[src/rtl/mem_loader.sv]
// Byte-stream loader: decodes host frames into instruction/data memory writes and reads,
// plus RUN/HALT control of the core enable. Every output comes straight from a flop.
module mem_loader #(
  parameter int unsigned RD_LAT = 1
) (
  input  logic        clk,
  input  logic        arst_n,
  input  logic [7:0]  rx_data,
  input  logic        rx_valid,
  output logic        rx_ready,
  output logic [7:0]  tx_data,
  output logic        tx_valid,
  input  logic        tx_ready,
  output logic        cpu_enable,
  output logic [63:0] addr_ext,
  output logic        wen_ext,
  output logic        ren_ext,
  output logic [31:0] wdata_ext,
  input  logic [31:0] rdata_ext,
  output logic [63:0] addr_ext_2,
  output logic        wen_ext_2,
  output logic        ren_ext_2,
  output logic [63:0] wdata_ext_2,
  input  logic [63:0] rdata_ext_2,
  output logic        busy,
  output logic        err
);

  localparam logic [7:0] CmdWrI  = 8'h01;
  localparam logic [7:0] CmdWrD  = 8'h02;
  localparam logic [7:0] CmdRdI  = 8'h03;
  localparam logic [7:0] CmdRdD  = 8'h04;
  localparam logic [7:0] CmdRun  = 8'h10;
  localparam logic [7:0] CmdHalt = 8'h11;
  localparam logic [7:0] AckOk   = 8'hA5;
  localparam logic [7:0] AckBad  = 8'hEE;

  localparam logic [1:0] WaitInit = 2'(RD_LAT - 1);

  typedef enum logic [3:0] {
    StCmd, StAddrLo, StAddrHi, StCount, StData, StWrite, StRdReq, StRdWait, StRdSend, StAck
  } state_e;

  state_e      state_q, state_d;
  logic        is_d_q, is_d_d;
  logic        is_rd_q, is_rd_d;
  logic        rej_q, rej_d;
  logic [15:0] addr_q, addr_d;
  logic [8:0]  cnt_q, cnt_d;
  logic [2:0]  byte_idx_q, byte_idx_d;
  logic [63:0] buf_q, buf_d;
  logic [1:0]  wait_q, wait_d;

  logic        rx_ready_q, rx_ready_d;
  logic [7:0]  tx_data_q, tx_data_d;
  logic        tx_valid_q, tx_valid_d;
  logic        cpu_enable_q, cpu_enable_d;
  logic [63:0] addr_ext_q, addr_ext_d;
  logic        wen_q, wen_d;
  logic        ren_q, ren_d;
  logic [31:0] wdata_q, wdata_d;
  logic [63:0] addr_ext_2_q, addr_ext_2_d;
  logic        wen_2_q, wen_2_d;
  logic        ren_2_q, ren_2_d;
  logic [63:0] wdata_2_q, wdata_2_d;
  logic        busy_q, busy_d;
  logic        err_q, err_d;

  logic        rx_fire, tx_fire;
  logic [2:0]  last_idx;
  logic [15:0] step;
  logic [15:0] addr_masked;
  logic [15:0] addr_nxt;
  logic [63:0] buf_nxt;
  logic [2:0]  idx_nxt;

  assign rx_fire     = rx_valid & rx_ready_q;
  assign tx_fire     = tx_valid_q & tx_ready;
  assign last_idx    = is_d_q ? 3'd7 : 3'd3;
  assign step        = is_d_q ? 16'd8 : 16'd4;
  assign addr_masked = is_d_q ? {addr_q[15:3], 3'b000} : {addr_q[15:2], 2'b00};
  assign addr_nxt    = addr_q + step;
  assign idx_nxt     = byte_idx_q + 3'd1;

  always_comb begin
    state_d      = state_q;
    is_d_d       = is_d_q;
    is_rd_d      = is_rd_q;
    rej_d        = rej_q;
    addr_d       = addr_q;
    cnt_d        = cnt_q;
    byte_idx_d   = byte_idx_q;
    buf_d        = buf_q;
    wait_d       = wait_q;
    tx_data_d    = tx_data_q;
    tx_valid_d   = tx_valid_q;
    cpu_enable_d = cpu_enable_q;
    addr_ext_d   = addr_ext_q;
    addr_ext_2_d = addr_ext_2_q;
    wdata_d      = wdata_q;
    wdata_2_d    = wdata_2_q;
    err_d        = err_q;
    wen_d        = 1'b0;
    ren_d        = 1'b0;
    wen_2_d      = 1'b0;
    ren_2_d      = 1'b0;
    buf_nxt      = buf_q;

    unique case (state_q)
      StCmd: begin
        if (rx_fire) begin
          case (rx_data)
            CmdWrI, CmdWrD, CmdRdI, CmdRdD: begin
              is_d_d  = (rx_data == CmdWrD) || (rx_data == CmdRdD);
              is_rd_d = (rx_data == CmdRdI) || (rx_data == CmdRdD);
              // Memory commands while the core runs still consume the whole frame.
              rej_d   = cpu_enable_q;
              state_d = StAddrLo;
            end
            CmdRun: begin
              cpu_enable_d = 1'b1;
              err_d        = 1'b0;
              state_d      = StAck;
              tx_valid_d   = 1'b1;
              tx_data_d    = AckOk;
            end
            CmdHalt: begin
              cpu_enable_d = 1'b0;
              state_d      = StAck;
              tx_valid_d   = 1'b1;
              tx_data_d    = AckOk;
            end
            default: begin
              err_d      = 1'b1;
              state_d    = StAck;
              tx_valid_d = 1'b1;
              tx_data_d  = AckBad;
            end
          endcase
        end
      end
      StAddrLo: begin
        if (rx_fire) begin
          addr_d[7:0] = rx_data;
          state_d     = StAddrHi;
        end
      end
      StAddrHi: begin
        if (rx_fire) begin
          addr_d[15:8] = rx_data;
          state_d      = StCount;
        end
      end
      StCount: begin
        if (rx_fire) begin
          cnt_d      = (rx_data == 8'd0) ? 9'd256 : {1'b0, rx_data};
          addr_d     = addr_masked;
          byte_idx_d = 3'd0;
          if (!is_rd_q) begin
            state_d = StData;
          end else if (rej_q) begin
            err_d      = 1'b1;
            state_d    = StAck;
            tx_valid_d = 1'b1;
            tx_data_d  = AckBad;
          end else begin
            state_d = StRdReq;
            if (is_d_q) begin
              ren_2_d      = 1'b1;
              addr_ext_2_d = {48'd0, addr_masked};
            end else begin
              ren_d      = 1'b1;
              addr_ext_d = {48'd0, addr_masked};
            end
          end
        end
      end
      StData: begin
        if (rx_fire) begin
          buf_nxt[8*byte_idx_q +: 8] = rx_data;
          buf_d = buf_nxt;
          if (byte_idx_q == last_idx) begin
            byte_idx_d = 3'd0;
            state_d    = StWrite;
            if (!rej_q) begin
              if (is_d_q) begin
                wen_2_d      = 1'b1;
                addr_ext_2_d = {48'd0, addr_q};
                wdata_2_d    = buf_nxt;
              end else begin
                wen_d      = 1'b1;
                addr_ext_d = {48'd0, addr_q};
                wdata_d    = buf_nxt[31:0];
              end
            end
          end else begin
            byte_idx_d = idx_nxt;
          end
        end
      end
      StWrite: begin
        addr_d = addr_nxt;
        cnt_d  = cnt_q - 9'd1;
        if (cnt_q == 9'd1) begin
          if (rej_q) begin
            err_d = 1'b1;
          end
          state_d    = StAck;
          tx_valid_d = 1'b1;
          tx_data_d  = rej_q ? AckBad : AckOk;
        end else begin
          state_d = StData;
        end
      end
      StRdReq: begin
        wait_d  = WaitInit;
        state_d = StRdWait;
      end
      StRdWait: begin
        if (wait_q == 2'd0) begin
          buf_d      = is_d_q ? rdata_ext_2 : {32'd0, rdata_ext};
          tx_data_d  = is_d_q ? rdata_ext_2[7:0] : rdata_ext[7:0];
          tx_valid_d = 1'b1;
          byte_idx_d = 3'd0;
          state_d    = StRdSend;
        end else begin
          wait_d = wait_q - 2'd1;
        end
      end
      StRdSend: begin
        if (tx_fire) begin
          if (byte_idx_q == last_idx) begin
            addr_d     = addr_nxt;
            cnt_d      = cnt_q - 9'd1;
            byte_idx_d = 3'd0;
            if (cnt_q == 9'd1) begin
              state_d   = StAck;
              tx_data_d = AckOk;
            end else begin
              tx_valid_d = 1'b0;
              state_d    = StRdReq;
              if (is_d_q) begin
                ren_2_d      = 1'b1;
                addr_ext_2_d = {48'd0, addr_nxt};
              end else begin
                ren_d      = 1'b1;
                addr_ext_d = {48'd0, addr_nxt};
              end
            end
          end else begin
            byte_idx_d = idx_nxt;
            tx_data_d  = 8'(buf_q >> {idx_nxt, 3'b000});
          end
        end
      end
      StAck: begin
        if (tx_fire) begin
          tx_valid_d = 1'b0;
          state_d    = StCmd;
        end
      end
      default: state_d = StCmd;
    endcase

    // Handshake and status flags are registered from the upcoming state.
    rx_ready_d = (state_d == StCmd) || (state_d == StAddrLo) || (state_d == StAddrHi) ||
                 (state_d == StCount) || (state_d == StData);
    busy_d     = (state_d != StCmd);
  end

  always_ff @(posedge clk or negedge arst_n) begin
    if (!arst_n) begin
      state_q      <= StCmd;
      is_d_q       <= 1'b0;
      is_rd_q      <= 1'b0;
      rej_q        <= 1'b0;
      addr_q       <= 16'd0;
      cnt_q        <= 9'd0;
      byte_idx_q   <= 3'd0;
      buf_q        <= 64'd0;
      wait_q       <= 2'd0;
      rx_ready_q   <= 1'b1;
      tx_data_q    <= 8'd0;
      tx_valid_q   <= 1'b0;
      cpu_enable_q <= 1'b0;
      addr_ext_q   <= 64'd0;
      wen_q        <= 1'b0;
      ren_q        <= 1'b0;
      wdata_q      <= 32'd0;
      addr_ext_2_q <= 64'd0;
      wen_2_q      <= 1'b0;
      ren_2_q      <= 1'b0;
      wdata_2_q    <= 64'd0;
      busy_q       <= 1'b0;
      err_q        <= 1'b0;
    end else begin
      state_q      <= state_d;
      is_d_q       <= is_d_d;
      is_rd_q      <= is_rd_d;
      rej_q        <= rej_d;
      addr_q       <= addr_d;
      cnt_q        <= cnt_d;
      byte_idx_q   <= byte_idx_d;
      buf_q        <= buf_d;
      wait_q       <= wait_d;
      rx_ready_q   <= rx_ready_d;
      tx_data_q    <= tx_data_d;
      tx_valid_q   <= tx_valid_d;
      cpu_enable_q <= cpu_enable_d;
      addr_ext_q   <= addr_ext_d;
      wen_q        <= wen_d;
      ren_q        <= ren_d;
      wdata_q      <= wdata_d;
      addr_ext_2_q <= addr_ext_2_d;
      wen_2_q      <= wen_2_d;
      ren_2_q      <= ren_2_d;
      wdata_2_q    <= wdata_2_d;
      busy_q       <= busy_d;
      err_q        <= err_d;
    end
  end

  assign rx_ready    = rx_ready_q;
  assign tx_data     = tx_data_q;
  assign tx_valid    = tx_valid_q;
  assign cpu_enable  = cpu_enable_q;
  assign addr_ext    = addr_ext_q;
  assign wen_ext     = wen_q;
  assign ren_ext     = ren_q;
  assign wdata_ext   = wdata_q;
  assign addr_ext_2  = addr_ext_2_q;
  assign wen_ext_2   = wen_2_q;
  assign ren_ext_2   = ren_2_q;
  assign wdata_ext_2 = wdata_2_q;
  assign busy        = busy_q;
  assign err         = err_q;

endmodule

[config.mk]
export PLATFORM = sky130hd
export DESIGN_NAME = mem_loader
export DESIGN_NICKNAME = d
export VERILOG_FILES = /design/src/rtl/mem_loader.sv
export SDC_FILE = /design/constraint.sdc
export NUM_CORES = 1
export LEC_CHECK = 0
export ABC_AREA = 1
export CAP_MARGIN = 10
export CORE_UTILIZATION = 51
export CTS_CLUSTER_DIAMETER = 30
export DETAILED_ROUTE_END_ITERATION = 12
export PLACE_DENSITY = 0.79
export SLEW_MARGIN = 40
export SYNTH_ARGS = -nofsm -noshare
export SYNTH_HDL_FRONTEND = slang
export SYNTH_SLANG_ARGS = --single-unit
[constraint.sdc]
create_clock -name clk -period 3.65 [get_ports clk]
set_clock_uncertainty 0.2 [all_clocks]
set_input_delay 0.5475 -clock clk [delete_from_list [all_inputs] [get_ports clk]]
set_output_delay 0.5475 -clock clk [all_outputs]
set_load 0.1 [all_outputs]
Yosys cells after proc, flatten, opt, wreduce, memory -nomap -nowiden. Cells that the tools add are included.

Register bits: 342. Bits of input ports: 108. Output and inout port bits: 241. Logic and storage cells: 247.

Add/subtract/negate cells: 5. Equality and inequality tests: 47. Shifts and indexed selects: 3. Mux-type cells: 124. Bitwise logic cells: 4. Reductions and logical operators: 40.

Operators with widths (count): 64-bit two-way mux (27); 64-bit one-hot mux with 3 select lines (2); 64-bit one-hot mux with 2 select lines (1); 8-bit two-way mux (11); 64-bit bitwise mux (1); 4-bit two-way mux (16); 8-bit one-hot mux with 4 select lines (2); 8-bit by 34-bit variable shift with 64-bit output (first input constant) (1); 8-bit by 34-bit variable part select with 64-bit output (1); 64-bit by 6-bit right shift with 8-bit output (1); 2-bit != test (second input constant) (25); 16-bit two-way mux (3); 4-bit one-hot mux with 10 select lines (1); 8-bit one-hot mux with 5 select lines (1); 1-bit two-way mux (36); 9-bit two-way mux (4); 6-bit negation with 34-bit output (1); 9-bit one-hot mux with 3 select lines (1); 13-bit AND reduction (2); 5-bit AND reduction (5); 3-bit two-way mux (7); 4-bit by 3-bit == test with 1-bit output (second input constant) (5); 16-bit by 4-bit adder with 16-bit output (1); 4-bit by 2-bit == test with 1-bit output (second input constant) (4); other kinds (40) (64).

Depth between registers and ports, before layout. Gate-level depths: netlist (run 1).

Depth in word-level cells: 10. Mapped depth: 15. Gate-level depth less buffers: 12.

Least setup slack after synthesis (run 1). Ideal clock, no wire load.

Path kind: reg-to-reg. From: reg is_d_q. To: reg addr_ext_q[8] (netlist: addr_ext[8]). Setup time: 68 ps. Arrival: 2681 ps. Required time: 3382 ps. Setup slack: 701 ps. Cell stages (with the launch flop): 15. Buffers on the path: 3. Clock period less this slack: 2949 ps. Cells stage by stage: dfrtp_1 -> buf_2 -> inv_2 -> buf_2 -> clkbuf_1 -> ha_1 -> inv_1 -> fa_1 -> nor2_1 -> nand2_1 -> o21ai_0 -> o21ai_0 -> o21ai_0 -> nand2_1 -> nand2_1.

Cells in the longest elaborated chain, start to end: 7. Elaborated cells on any way between the ends: 15. Those cells by class: add/sub: 1; eq/ne: 6; mux: 7; reduce/logical: 1.

Ends and longest elaborated chain: start: declaration (RTL line 45) `logic is_d_q, is_d_d;`; start signal: assignment (RTL line 298) `is_d_q <= is_d_d;`; 4-bit two-way mux (RTL line 80) `assign step = is_d_q ? 16'd8 : 16'd4;`; 16-bit by 4-bit adder with 16-bit output (RTL line 82) `assign addr_nxt = addr_q + step;`; 64-bit two-way mux (RTL line 242) `if (is_d_q) begin`; 64-bit two-way mux (RTL line 236) `if (cnt_q == 9'd1) begin`; 64-bit two-way mux (RTL line 232) `if (byte_idx_q == last_idx) begin`; 64-bit two-way mux (RTL line 231) `if (tx_fire) begin`; 64-bit one-hot mux with 3 select lines (RTL line 109) `unique case (state_q)`; end signal: assignment (RTL line 310) `addr_ext_q <= addr_ext_d;`; end: declaration (RTL line 58) `logic [63:0] addr_ext_q, addr_ext_d;`.

Several ways; a longest one is shown, not always the timed one. The select of a mux whose other input is x is not followed. A chain may end at the register's enable or synchronous reset.

Worst setup path after layout (run 1).
From: reg state_q[3]. To: reg buf_q[37].

Cells in the longest elaborated chain, start to end: 3. Elaborated cells on any way between the ends: 7. Those cells by class: eq/ne: 4; mux: 1; reduce/logical: 2.

Ends and longest elaborated chain: start: declaration (RTL line 44) `state_e state_q, state_d;`; start signal: assignment (RTL line 273) `state_q <= StCmd;`; start signal: assignment (RTL line 297) `state_q <= state_d;`; 4-bit by 3-bit == test with 1-bit output (RTL line 109); 2-bit != test (no line) / 2-bit nonzero test (equally long branches); 3-bit AND reduction (no line); end signal: assignment (RTL line 304) `buf_q <= buf_d;`; end: declaration (RTL line 51) `logic [63:0] buf_q, buf_d;`.

Several ways; a longest one is shown, not always the timed one.

==> flow_summary.json, run 1 <==
{
  "post_cts_resize_count": 0,
  "cell_internal_pwr_w": 0.00845,
  "drt.antenna.violating_nets": 0,
  "clock_tree.buffer_depth": 3,
  "yosys.area.top_type_share": 0.428,
  "worst_path_most_repeated_cell": "sky130_fd_sc_hd__nand2_1",
  "syn2layout_area_growth_pct": 26.1,
  "global_route.usage.met2": 0.549,
  "place.gp.congestion": 0.982,
  "clk_pin_slew_ns": 0.05,
  "wire_per_inst_um": 18.6,
  "cp.arrival_ns": 3.28,
  "yosys_warnings": 0,
  "crit_required_ns": 3.89,
  "sequential_cell_area_fraction_in_the_yosys_report": 0.430,
  "global_route.peak_usage_layer": "met2",
  "postSynthRegisterBits": 246,
  "detail_route.wirelength_um": 49100,
  "drt_first_pass_iters": 6,
  "multiInputGateArea_mm2": 0.00680,
  "crit_chain": "inv_2 > nand2_1 > nor2_4 > nand2_1 > nand2_2 > clkinv_2 > buf_4 > a31oi_1 > a21oi_1",
  "mappedNetlistArea_mm2": 0.0143,
  "ioPinCount": 349,
  "cts_hold_buf": 1,
  "switching_power_w": 0.00726,
  "core_region_area_mm2": 0.0273,
  "antenna_found_initial": 1,
  "groute.usage.overall": 0.343,
  "criticalPathCategory": "register to register",
  "effective_utilization_at_floorplan": 0.526,
  "grt_max_degree": 101,
  "final_layout_size_suffix_gt1_frac": 0.146,
  "holdCritPathClass": "register to register",
  "setup-tns-final_ns": 0,
  "route.vias.total": 14500,
  "nets": 2349,
  "worstSkewPairLatency_ns": 0.56,
  "grtUsageMet1": 0.458,
  "dp_hpwl_um": 35000,
  "cts_tree": "built",
  "first_iter_violations": 1395,
  "fin_crit_ns": 3.04,
  "static-leakage-power_nw": 9.52,
  "slew-limit-headroom": 0.485,
  "sum_of_internal_switching_and_leakage_power_w": 0.0157,
  "cts.repair_timing.setup_buffer_count": 0,
  "max_freq_ghz": 0.329,
  "crit_fanout": 48,
  "combinationalPowerShare": 0.433,
  "slew_viol_final": 0,
  "seqCellArea_mm2": 0.00616,
  "rows": 60,
  "smallest_hold_slack_ns": 0.269,
  "cp_slowest_stage_delay_ns": 0.53,
  "cp-start-kind": "register",
  "status": "completed",
  "placedInstanceArea_mm2": 0.0161,
  "power.share.sequential": 0.247,
  "layout_commonest_cell": "sky130_fd_sc_hd__nand2_1",
  "drc_errors": 0,
  "post-synth-top-area-cell": "sky130_fd_sc_hd__dfrtp_1",
  "nFillCells": 2375,
  "final_cell_mix": "sky130_fd_sc_hd__nand2_1 (673), sky130_fd_sc_hd__dfrtp_1 (244), sky130_fd_sc_hd__nor2_1 (176)",
  "min_period_over_period": 0.834,
  "avgViaCountPerCell": 5.47,
  "ir_worst_vdd_mv": 0.386,
  "numPortBuffers": 252,
  "min_from": "addr_ext_2[15]",
  "power.share.clock": 0.320,
  "ff2ff_path_depth": 9,
  "min_path_cells": 2,
  "ys_types": 46,
  "timing_worst_slew_pin_value_ns": 0.772,
  "grt_pass1_wl_um": 76600,
  "postSynthCellCount": 1987,
  "clock_tree.htree_level_count": 2,
  "die-height_um": 170,
  "met3_resource_use_gr": 0.0606,
  "netSwitchingFraction": 0.462,
  "first_global_vias": 13900,
  "min_delay_worst_endpoint": "addr_ext_2[15]",
  "critical-path-slowest-cell": "sky130_fd_sc_hd__clkinv_2",
  "tritoncts.num_buffers": 54,
  "synth.area.top_cells": "sky130_fd_sc_hd__dfrtp_1 (43%), sky130_fd_sc_hd__nand2_1 (18%), sky130_fd_sc_hd__o21ai_0 (5.7%), sky130_fd_sc_hd__buf_4 (5.2%), sky130_fd_sc_hd__nor2_1 (4.6%)",
  "die_width_um": 170,
  "clk_root_buffer_cell": "sky130_fd_sc_hd__clkbuf_16",
  "die_area_mm2": 0.0288,
  "worst_r2r_startpoint": "state_q[3]",
  "power_density_mw_per_mm2": 870,
  "grt_setup_unrepaired": "no",
  "numClockSinks": 246,
  "regToRegEndpoint": "buf_q[37]",
  "regToRegSetupSlack_ns": 0.61,
  "report.final.setup_viol": 0,
  "post_synth.cell_area_avg_um2": 7.21,
  "drv.max_cap_violation_count": 0,
  "crit_path_end_kind": "register",
  "globalRoute.totalOverflow": 0,
  "fin_area_mm2": 0.0181,
  "final-hold-violation-count": 0
}
## worst max-delay path, delay by kind of cell (launching register included)
kind                   cells  cell delay [ns]
and+or+nand+nor            4             0.95
AOI/OAI and AO/OA          2             0.25
DFF                        1             0.42
buffers and inverters      3             1.05
## per-layer routing
layer	wire, um	vias to the layer above
met4	1950	0
met5	0	-
met1	20000	6856
li1	-	6752
met2	23200	760
met3	3980	129
## cell usage after synthesis (all sizes together)
cell / n
a21oi: 71
a22oi: 32
a31oi: 50
buf: 135
clkbuf: 58
clkinv: 2
conb: 1
dfrtp: 245
dfstp: 1
fa: 1
ha: 11
inv: 150
nand2: 685
nand3: 91
nand3b: 4
nand4: 15
nor2: 183
nor3: 23
nor4: 2
o211ai: 16
o21a: 1
o21ai: 167
o221ai: 1
o22a: 5
o22ai: 15
o31ai: 3
or2: 13
xnor2: 1
xor2: 5
## sequential cells by signal, indices dropped and copies added (netlist names), 4 cells and up
signal	cells
buf_q	64
wdata_ext_2	64
wdata_ext	32
addr_ext	16
addr_ext_2	16
addr_q	16
cnt_q	9
tx_data	8
state_q	4
## kinds of logic (layout without fill, tap and decap cells)
kind of cell	Yosys count	after routing	synth area share
flops	246	246	0.430
xor+xnor	6	6	0.00367
simple gates	1016	1016	0.292
other cells	1	97	0.000262
fa+ha+maj	12	12	0.0110
buf+inv	345	538	0.120
compound gates	361	361	0.143
## worst max-delay path by stage
stage | cells after the start | startpoint | slack (ns) | end
floorplan | 14 | is_d_q | 0.70 | addr_ext[8]
global placement | 9 | tx_ready | 0.61 | addr_ext[8]
detailed placement | 9 | tx_ready | 0.63 | addr_ext[6]
CTS | 8 | byte_idx_q[1] | 0.82 | buf_q[57]
global route | 9 | state_q[3] | 0.45 | buf_q[39]
finish | 9 | state_q[3] | 0.61 | buf_q[37]
## through the flow
| step | cells | utilization | setup WS, ns |
|---|---|---|---|
| final | 2648 | 0.662 | 0.607 |
| after global routing | 2648 | 0.662 | 0.447 |
| after CTS | 2646 | 0.661 | 0.820 |
| after detailed placement | 2543 | 0.591 | 0.629 |
| after global placement | 2543 | 0.616 | 0.608 |
| after floorplan | 2082 | - | 0.701 |
## power groups by stage
stage	Sequential [W]	Clock (W)	Combinational (W)
detailed placement	0.00390	0	0.00663
finish	0.00388	0.00503	0.00680
global route	0.00394	0.00521	0.00742
CTS	0.00387	0.00506	0.00669
global placement	0.00389	0	0.00668
floorplan	0.00478	0	0.00412
## layout make-up
class,count,share of cell area
antenna,1,0.000139
clock buffer,61,0.0797
clock inverter,41,0.0261
inverter,152,0.0317
multi-input combinational,1491,0.377
sequential,246,0.341
tap,372,0.0258
timing repair buffer,284,0.119
Power figures use the tool's default switching activity.
==> run 2, diff against run 1 <==
==> constraint.sdc (replaced) <==
create_clock -name clk -period 3.04 [get_ports clk]
set_clock_uncertainty 0.2 [all_clocks]
set_input_delay 0.456 -clock clk [delete_from_list [all_inputs] [get_ports clk]]
set_output_delay 0.456 -clock clk [all_outputs]
set_load 0.1 [all_outputs]
==> flow_summary.json, run 2 (synthesis gave the netlist of run 1 again) <==
{
  "status": "completed",
  "rows": 60,
  "dpl_worst_slack_ns": 0.232,
  "fin_crit_ns": 2.76,
  "drt.antenna.violating_nets": 0,
  "first_global_vias": 14000,
  "dp_hpwl_um": 36300,
  "timing.final.ws_setup_ns": 0.275,
  "antenna_found_initial": 0,
  "clk_pin_slew_ns": 0.05,
  "final_cell_mix": "sky130_fd_sc_hd__nand2_1 (673), sky130_fd_sc_hd__dfrtp_1 (244), sky130_fd_sc_hd__buf_4 (190)",
  "crit_required_ns": 3.32,
  "die-height_um": 170,
  "route.vias.total": 14600,
  "ir_worst_vdd_mv": 0.461,
  "grt_max_degree": 85,
  "crit_fanout": 16,
  "clk_root_buffer_cell": "sky130_fd_sc_hd__clkbuf_16",
  "core_region_area_mm2": 0.0273,
  "tritoncts.num_buffers": 52,
  "crit_chain": "inv_1 > ha_1 > ha_1 > inv_1 > nand3_1 > o21ai_0 > nand2_1 > a22oi_1",
  "clock_tree.htree_level_count": 2,
  "static-leakage-power_nw": 9.57,
  "drt_first_pass_iters": 8,
  "cp-start-kind": "register",
  "nets": 2369,
  "ioPinCount": 349,
  "final-hold-violation-count": 0,
  "groute.usage.overall": 0.344,
  "avgViaCountPerCell": 5.48,
  "max_freq_ghz": 0.362,
  "clock_tree.buffer_depth": 3,
  "min_period_over_period": 0.910,
  "globalRoute.totalOverflow": 0,
  "top_family_by_delay_on_critical_path": "compound AO/OA/AOI/OAI gates",
  "drv.max_cap_violation_count": 0,
  "die_width_um": 170,
  "worstSkewPairLatency_ns": 0.56,
  "drc_errors": 0,
  "slew-limit-headroom": 0.574,
  "report.final.setup_viol": 0,
  "timing_worst_slew_pin_value_ns": 0.637,
  "final_util": 0.678,
  "place.gp.congestion": 0.982,
  "criticalPathCategory": "register to register",
  "grt_pass1_wl_um": 76000,
  "critical-path-slowest-cell": "sky130_fd_sc_hd__o21ai_0",
  "numPortBuffers": 252,
  "wire_per_inst_um": 18.7,
  "antenna_diode_count": 0,
  "die_area_mm2": 0.0288,
  "buf_inv_stages_crit_path": 2,
  "syn2layout_area_growth_pct": 29.1,
  "final_layout_size_suffix_gt1_frac": 0.150,
  "cp_slowest_stage_delay_ns": 0.52,
  "detail_route.wirelength_um": 49800,
  "cp.arrival_ns": 3.04,
  "numClockSinks": 246,
  "first_iter_violations": 1360,
  "grt_setup_unrepaired": "no",
  "cts_tree": "built",
  "effective_utilization_at_floorplan": 0.526,
  "layout_commonest_cell": "sky130_fd_sc_hd__nand2_1",
  "post_layout_nonfiller_instances": 2663,
  "number_of_placed_instances_taps_included": 2566,
  "nFillCells": 2280,
  "holdCritPathClass": "register to register",
  "power_density_mw_per_mm2": 1030,
  "crit_path_end_kind": "register",
  "setup-tns-final_ns": 0,
  "slew_viol_final": 0
}
run 2: worst paths after layout:
path	slack, ns	cells past startpoint	startpoint	end
worst max-delay path	0.28	8	byte_idx_q[1]	buf_q[44]
worst max register to register	0.28	8	byte_idx_q[1]	buf_q[44]
max in group asynchronous	1.52	3	arst_n	buf_q[52]
worst min register to register	0.28	2	wdata_ext_2[22]	wdata_ext_2[22]
min in group asynchronous	0.29	2	arst_n	addr_ext[1]
worst min-delay path	0.28	2	wdata_ext_2[22]	wdata_ext_2[22]
run 2: final cells by class:
| class | count | area (um2) | share of cell area |
|---|---|---|---|
| clock buffer | 65 | 1420 | 0.0769 |
| clock inverter | 31 | 402 | 0.0217 |
| inverter | 152 | 571 | 0.0309 |
| multi-input combinational | 1491 | 6800 | 0.368 |
| sequential | 246 | 6160 | 0.333 |
| tap | 372 | 465 | 0.0252 |
| timing repair buffer | 306 | 2660 | 0.144 |
run 2: layer usage:
metal  track usage  up-vias  wire, um
met2         0.566      781     24000
met5             0        -         0
met3        0.0651      142      4080
li1              -     6792         -
met1         0.435     6879     19600
met4         0.166        0      2200
run 2: power by group:
part / internal [W] / switching [W]
registers: 0.00408 / 0.000572
logic: 0.00231 / 0.00619
clock network: 0.00393 / 0.00193
run 2: repair_timing:
item,4_1_cts,5_1_grt
gates resized for setup,0,0
endpoints found under the setup margin,0,0
hold endpoints to repair,71,0
hold buffers,1,0
setup buffers,0,0
run 2: worst register-to-register path: cells and delay by family, from the launching register on:
kind            cells  cell delay, ns
simple gates        2            0.55
compound gates      2            0.69
flops               1            0.44
fa+ha+maj           2            0.56
buf+inv             2            0.25
run 2: per-stage QoR:
step           total power (W)  hold slack (ns)  cell area (um2)
2_1_floorplan           0.0107          -0.0396            14700
3_3_place_gp            0.0129            0.264            16600
3_5_place_dp            0.0130            0.266            16600
4_1_cts                 0.0189            0.281            18500
5_1_grt                 0.0200            0.297            18500
6_report                0.0190            0.281            18500
==> run 3, diff against run 2 <==
--- a/config.mk
+++ b/config.mk
@@ -8,6 +8,7 @@
 export ABC_AREA = 1
 export CAP_MARGIN = 10
 export CORE_UTILIZATION = 51
+export CTS_BUF_LIST = sky130_fd_sc_hd__clkbuf_4 sky130_fd_sc_hd__clkbuf_8 sky130_fd_sc_hd__clkbuf_16
 export CTS_CLUSTER_DIAMETER = 30
 export DETAILED_ROUTE_END_ITERATION = 12
 export PLACE_DENSITY = 0.79
==> flow_summary.json, run 3 (synthesis gave the netlist of run 1 again) <==
{
  "cts.repair_timing.setup_buffer_count": 0,
  "grt_max_degree": 85,
  "dpl_worst_slack_ns": 0.232,
  "final-hold-violation-count": 0,
  "rows": 60,
  "multiInputGateArea_mm2": 0.00680,
  "effective_utilization_at_floorplan": 0.526,
  "nets": 2369,
  "netSwitchingFraction": 0.456,
  "max_freq_ghz": 0.359,
  "first_global_vias": 13900,
  "report.final.setup_viol": 0,
  "sum_of_internal_switching_and_leakage_power_w": 0.0191,
  "static-leakage-power_nw": 9.60,
  "wire_per_inst_um": 18.8,
  "drt.antenna.violating_nets": 0,
  "nFillCells": 2278,
  "cp.arrival_ns": 3.05,
  "slew_viol_final": 0,
  "core_region_area_mm2": 0.0273,
  "min_from": "wdata_ext[20]",
  "tritoncts.num_buffers": 52,
  "cp_slowest_stage_delay_ns": 0.51,
  "timing_worst_slew_pin_value_ns": 0.641,
  "numPortBuffers": 252,
  "ir_worst_vdd_mv": 0.459,
  "grt_pass1_wl_um": 76600,
  "ff2ff_path_depth": 8,
  "timing.final.ws_setup_ns": 0.256,
  "die_area_mm2": 0.0288,
  "clk_root_buffer_cell": "sky130_fd_sc_hd__clkbuf_16",
  "crit_chain": "inv_1 > ha_1 > ha_1 > inv_1 > nand3_1 > o21ai_0 > nand2_1 > a22oi_1",
  "avgViaCountPerCell": 5.50,
  "post_cts_resize_count": 0,
  "regToRegEndpoint": "buf_q[44]",
  "dp_hpwl_um": 36300,
  "crit_path_end_kind": "register",
  "ioPinCount": 349,
  "cts_tree": "built",
  "final_cell_mix": "sky130_fd_sc_hd__nand2_1 (673), sky130_fd_sc_hd__dfrtp_1 (244), sky130_fd_sc_hd__buf_4 (190)",
  "critical-path-slowest-cell": "sky130_fd_sc_hd__o21ai_0",
  "regToRegSetupSlack_ns": 0.26,
  "drt_first_pass_iters": 7,
  "min_path_cells": 2,
  "crit_required_ns": 3.31,
  "status": "completed",
  "clock_tree.buffer_depth": 3,
  "final_layout_size_suffix_gt1_frac": 0.153,
  "cts_hold_buf": 1,
  "cell_internal_pwr_w": 0.0104,
  "drv.max_cap_violation_count": 0,
  "worst_r2r_startpoint": "byte_idx_q[1]",
  "antenna_diode_count": 0,
  "numClockSinks": 246,
  "setup-tns-final_ns": 0,
  "switching_power_w": 0.00871,
  "cp-start-kind": "register",
  "power.share.sequential": 0.244,
  "clock_tree.htree_level_count": 2,
  "die-height_um": 170,
  "clk_pin_slew_ns": 0.05,
  "place.gp.congestion": 0.982,
  "route.vias.total": 14700,
  "combinationalPowerShare": 0.446,
  "slew-limit-headroom": 0.571,
  "syn2layout_area_growth_pct": 29.3,
  "fin_crit_ns": 2.78,
  "final_util": 0.679,
  "worstSkewPairLatency_ns": 0.55,
  "min_period_over_period": 0.916,
  "power.share.clock": 0.310,
  "grt_setup_unrepaired": "no",
  "detail_route.wirelength_um": 50000,
  "power_density_mw_per_mm2": 1030,
  "layout_commonest_cell": "sky130_fd_sc_hd__nand2_1",
  "min_delay_worst_endpoint": "wdata_ext[20]",
  "crit_fanout": 16,
  "groute.usage.overall": 0.345,
  "first_iter_violations": 1511,
  "die_width_um": 170,
  "seqCellArea_mm2": 0.00616,
  "criticalPathCategory": "register to register",
  "drc_errors": 0,
  "holdCritPathClass": "register to register",
  "antenna_found_initial": 0,
  "globalRoute.totalOverflow": 0
}
run 3: metrics by stage:
stage | hold slack [ns] | cells | area, um2
2_1_floorplan | -0.0396 | 2082 | 14700
3_3_place_gp | 0.264 | 2566 | 16600
3_5_place_dp | 0.266 | 2566 | 16600
4_1_cts | 0.281 | 2663 | 18500
5_1_grt | 0.297 | 2663 | 18500
6_report | 0.280 | 2663 | 18500
run 3: worst max-delay path by stage:
stage | to | from | slack [ns] | depth (start not counted)
after global placement | addr_ext[6] | rx_valid | 0.30 | 8
final | buf_q[44] | byte_idx_q[1] | 0.26 | 8
after global routing | buf_q[4] | byte_idx_q[1] | 0.08 | 9
after detailed placement | tx_data[0] | rx_data[6] | 0.23 | 10
after CTS | buf_q[44] | byte_idx_q[1] | 0.36 | 8
after floorplan | addr_ext[8] | is_d_q | 0.09 | 14
run 3: power by group through the flow:
| stage | logic, W | registers [W] | clock network (W) |
|---|---|---|---|
| after floorplan | 0.00495 | 0.00574 | 0 |
| after global placement | 0.00824 | 0.00467 | 0 |
| after detailed placement | 0.00834 | 0.00468 | 0 |
| after CTS | 0.00843 | 0.00464 | 0.00596 |
| after global routing | 0.00924 | 0.00473 | 0.00612 |
| final | 0.00852 | 0.00465 | 0.00592 |
run 3: critical path: cells and delay by family, from the launching register on:
kind | cells | cell delay, ns
buffers and inverters | 2 | 0.26
DFF | 1 | 0.45
and+or+nand+nor | 2 | 0.55
AOI/OAI and AO/OA | 2 | 0.67
adders and majority gates | 2 | 0.57
run 3: layout make-up:
type,instances,share of cell area
multi-input combinational,1491,0.368
sequential,246,0.333
timing repair buffer,306,0.144
clock buffer,65,0.0782
inverter,152,0.0308
tap,372,0.0251
clock inverter,31,0.0217
run 3: layer usage:
layer,vias up,part of all wire,track usage
met1,6935,0.40,0.447
met2,804,0.48,0.578
met3,126,0.079,0.0518
met5,-,0,0
met4,0,0.038,0.143
li1,6791,-,-
